[config.mk]
export PLATFORM = sky130hd
export DESIGN_NAME = dmem_arbiter
export DESIGN_NICKNAME = d
export VERILOG_FILES = /design/src/rtl/dmem_arb_pkg.sv /design/src/rtl/dmem_arbiter.sv
export SDC_FILE = /design/constraint.sdc
export NUM_CORES = 1
export LEC_CHECK = 0
export ABC_AREA = 1
export ABC_CLOCK_PERIOD_IN_PS = 1640
export CAP_MARGIN = 20
export CORE_AREA = 3 3 91 93
export DETAILED_ROUTE_END_ITERATION = 8
export DIE_AREA = 0 0 94 96
export GPL_ROUTABILITY_DRIVEN = 1
export PLACE_DENSITY = 0.74
export SYNTH_ARGS = -nofsm -noshare
export SYNTH_HDL_FRONTEND = slang
export SYNTH_SLANG_ARGS = --single-unit
[constraint.sdc]
create_clock -name clock -period 1.64 [get_ports clock]
set_input_delay 0.328 -clock clock [delete_from_list [all_inputs] [get_ports clock]]
set_output_delay 0.328 -clock clock [all_outputs]
set_load 0.01 [all_outputs]
[src/rtl/dmem_arb_pkg.sv]
// rtl/dmem_arb_pkg.sv - shared constants, owner encoding and grant selector for dmem_arbiter
package dmem_arb_pkg;

    localparam int ADDR_W_DEF = 12;
    localparam int DATA_W_DEF = 32;

    // Requester indices into the one-hot grant/owner vectors
    localparam int PORT_CPU = 0;
    localparam int PORT_AUX = 1;

    // One-hot owner of the read whose data arrives this cycle
    typedef enum logic [1:0] {
        OWN_NONE = 2'b00,
        OWN_CPU  = 2'b01,
        OWN_AUX  = 2'b10
    } owner_e;

    // Fixed priority to the CPU unless the aux port has been starved long enough
    function automatic logic [1:0] arb_grant(input logic p0_req, input logic p1_req,
                                             input logic p1_pri);
        logic [1:0] g;
        g = OWN_NONE;
        if (p1_pri && p1_req) begin
            g = OWN_AUX;
        end else if (p0_req) begin
            g = OWN_CPU;
        end else if (p1_req) begin
            g = OWN_AUX;
        end
        return g;
    endfunction

endpackage

[src/rtl/dmem_arbiter.sv]
// rtl/dmem_arbiter.sv - two-port arbiter in front of the single-port synchronous dmem
module dmem_arbiter
    import dmem_arb_pkg::*;
#(
    parameter int ADDR_W       = ADDR_W_DEF,
    parameter int DATA_W       = DATA_W_DEF,
    parameter int STARVE_LIMIT = 4
) (
    input  logic              clock,
    input  logic              reset,
    input  logic              p0_req,
    input  logic              p0_wren,
    input  logic [ADDR_W-1:0] p0_addr,
    input  logic [DATA_W-1:0] p0_wdata,
    output logic              p0_gnt,
    output logic              p0_stall,
    output logic              p0_rvalid,
    output logic [DATA_W-1:0] p0_rdata,
    input  logic              p1_req,
    input  logic              p1_wren,
    input  logic [ADDR_W-1:0] p1_addr,
    input  logic [DATA_W-1:0] p1_wdata,
    output logic              p1_gnt,
    output logic              p1_rvalid,
    output logic [DATA_W-1:0] p1_rdata,
    output logic [ADDR_W-1:0] address_dmem,
    output logic [DATA_W-1:0] data,
    output logic              wren,
    input  logic [DATA_W-1:0] q_dmem
);

    localparam logic [3:0] LIMIT = 4'(STARVE_LIMIT);

    logic [3:0] starve_q, starve_d;
    logic [1:0] rd_owner_q, rd_owner_d;
    logic [1:0] gnt;
    logic       p1_pri;

    // Grant decision: combinational from live requests and the registered starvation count
    always_comb begin
        p1_pri   = (starve_q >= LIMIT);
        gnt      = arb_grant(p0_req, p1_req, p1_pri);
        p0_gnt   = gnt[PORT_CPU];
        p1_gnt   = gnt[PORT_AUX];
        p0_stall = p0_req & ~gnt[PORT_CPU];
    end

    // Steer the winner onto the dmem pins; idle bus is all zero and writes are blocked in reset
    always_comb begin
        address_dmem = '0;
        data         = '0;
        wren         = 1'b0;
        if (gnt[PORT_AUX]) begin
            address_dmem = p1_addr;
            data         = p1_wdata;
            wren         = p1_wren & ~reset;
        end else if (gnt[PORT_CPU]) begin
            address_dmem = p0_addr;
            data         = p0_wdata;
            wren         = p0_wren & ~reset;
        end
    end

    // Return read data to whoever owned last cycle's read; a read in flight at reset is dropped
    always_comb begin
        p0_rvalid = rd_owner_q[PORT_CPU] & ~reset;
        p1_rvalid = rd_owner_q[PORT_AUX] & ~reset;
        p0_rdata  = p0_rvalid ? q_dmem : '0;
        p1_rdata  = p1_rvalid ? q_dmem : '0;
    end

    // Next state: read ownership and the saturating count of consecutive aux denials
    always_comb begin
        rd_owner_d = OWN_NONE;
        if (gnt[PORT_AUX] && !p1_wren) begin
            rd_owner_d = OWN_AUX;
        end else if (gnt[PORT_CPU] && !p0_wren) begin
            rd_owner_d = OWN_CPU;
        end

        starve_d = starve_q;
        if (!p1_req || gnt[PORT_AUX]) begin
            starve_d = 4'd0;
        end else if (starve_q != 4'hF) begin
            starve_d = starve_q + 4'd1;
        end
    end

    // State registers with synchronous reset
    always_ff @(posedge clock) begin
        if (reset) begin
            starve_q   <= 4'd0;
            rd_owner_q <= OWN_NONE;
        end else begin
            starve_q   <= starve_d;
            rd_owner_q <= rd_owner_d;
        end
    end

endmodule
==> flow_summary_export.csv <==
group,metric,value,unit
cells_and_area,antenna_cells,0,
sta,fmax,570,MHz
grt,grt_pass1_vias,2626,
min_path,hold_path_class,"flop to flop",
detailed_routing,drtIter0Drc,40,
sta,period_needed,1760,ps
detailed_routing,drc_errors,0,
min_path,hold_path_depth,3,
grt,grt_usage,17.6,%
yosys,synth-seq-cells,6,
cells_and_area,layout.nets,685,
critical_path,crit_fanout,9,
critical_path,startpoint_type,"flop",
power,p_total,1.27,mW
critical_path,end_kind,"output port",
place,pre_cts_ws,-496,ps
clock_network,htree_levels,1,
sta,finalCritPeriodShare,107,%
critical_path,crit_start,"starve_q[3]",
cells_and_area,drive_gt1_share,34.4,%
detailed_routing,via_count,2903,
floorplanning,die_x,94,um
floorplanning,start_util,20.9,%
clock_network,clk_pin_slew,40,ps
clock_network,cts_tree,"done",
yosys,yosysWarnings,0,
yosys,yosysSeqAreaShare,7.55,%
yosys,syn-num-nets,429,
clock_network,clockBufferDepth,2,
place,place_congestion,0.798,
power,vdd_drop_max,0.251,mV
yosys,synth_ff_type,"dfxtp_1",
place,dpl.hpwl,6920,um
place,io_buffers,239,
yosys,async_reset_ff_share,0,%
sta,hold_viol_final,0,
status,status,"complete, but fails checks",
place,dp.cells,641,
clock_network,clk_latency,220,ps
yosys,ys_types,20,
floorplanning,dieArea,0.00902,sq mm
floorplanning,core_area,0.00761,sq mm
critical_path,worst-endpoint-arrival,1430,ps
grt,grt_antenna_before_repair,0,
sta,finalClockSkew,1.81,ps
place,place_area,0.00415,sq mm
critical_path,worst-setup-path-type,"flop to output port",
min_path,min_from,"starve_q[0]",
detailed_routing,drt-pass1-iter-count,5,
cells_and_area,layout_common_cells,"122 x clkdlybuf4s50_1, 82 x buf_2, 72 x nand3_1",
sta,fin_ws,-116,ps
sta,fin_hold_ws,496,ps
detailed_routing,drt-vias-per-instance,4.41,
cells_and_area,finalInstanceArea,0.00404,sq mm
power,power.density,315,mW/mm^2
detailed_routing,wire_per_inst,13.7,um
grt,grt_pass1_wl,12800,um
critical_path,worst_ep_required_time,1310,ps
clock_network,root_buffer,"clkbuf_8",
floorplanning,rows,32,
flow_run,max-cap-violations,0,
floorplanning,ios,240,
detailed_routing,totalWireLength,9040,um
critical_path,rr_worst_depth,5,
sta,tns,-1930,ps
grt,grt_max_degree,43,
cells_and_area,finalCoreUtilization,53.1,%
floorplanning,die_height,96,um
yosys,synth_edf_count,0,
cells_and_area,layout_commonest_cell,"clkdlybuf4s50_1",
yosys,netlist_instances,302,
clock_network,cts_buffers,3,
sta,rsz0062_at_grt,"yes",
sta,setup_viol,41,
yosys,postSynthAreaPerCell,5.27,sq um
grt,grt_overflow,0,
detailed_routing,ant_nets,0,
status,violations,"setup timing",
critical_path,reg2reg_from,"starve_q[3]",
power,p_leak,2.28,nW
cells_and_area,finalNonFillerCells,658,
clock_network,cts_sinks,6,
yosys,syn_area,0.00159,sq mm
cells_and_area,syn_to_final_growth,154,%
sta,slew_viol_final,0,
## synthesized netlist by cell type (3+ instances only)
cell	instances	share of area, %
buf_6	4	2.8
nand3_1	76	24
nor2_1	74	17
buf_8	3	2.8
buf_4	6	2.8
dfxtp_1	6	7.6
nand2_1	53	13
buf_2	9	2.8
nand3_2	17	11
inv_1	44	10
## logic make-up (layout without fill, tap and decap cells)
| logic type | Yosys count | after routing | synth area share [%] |
|---|---|---|---|
| AND/OR/NAND/NOR | 223 | 223 | 66.0 |
| buffers and inverters | 69 | 323 | 24.1 |
| flip-flops | 6 | 6 | 7.55 |
| AO/OA/AOI/OAI | 2 | 2 | 1.34 |
| adder cells (fa/ha/maj) | 1 | 1 | 0.787 |
| other | 1 | 1 | 0.236 |
## final timing paths
kind	to	slack, ps
worst max-delay path	address_dmem[1]	-120
worst min-delay path	starve_q[0]	500
worst max register to register	rd_owner_q[0]	600
worst min register to register	starve_q[0]	500
## area by class of cell
cell class / count / area [sq um]
repair buffers: 275 / 2410
well taps: 102 / 128
flip-flops and latches: 6 / 128
multi-input cells: 227 / 1170
clock buffers: 3 / 41.3
fillers: 769 / 3570
inverters: 45 / 169
## worst max-delay path, cell delays in order, from the launching register on
cell and delay (ps):
dfxtp_4 350, o21ai_4 250, buf_12 180, buf_12 120, nand3_1 70, nand2_1 100
buf_2 140
## state kept, by name, summed over array words and instances (netlist names)
signal and flops:
starve_q 4, rd_owner_q 2
## routing by layer
metal,track usage (%),up-vias,part of all wire (%)
li1,-,1450,-
met1,19.0,1296,37
met2,34.7,151,53
met3,4.85,6,9.7
met4,2.53,0,0.70
met5,0,-,0
## power by group
group / total (mW) / switching (mW) / leakage (nW) / internal [mW]
Combinational: 0.902 / 0.373 / 2.20 / 0.530
Sequential: 0.153 / 0.00475 / 0.0502 / 0.149
Clock: 0.216 / 0.0586 / 0.0216 / 0.157
## what timing repair did
action	CTS	global route
hold buffers	0	0
gates cloned	7	1
pin swaps	4	8
setup buffers	7	2
gates resized for setup	416	51
hold endpoints to repair	0	0
endpoints found under the setup margin	114	72
(Power assumes the default switching activity.)
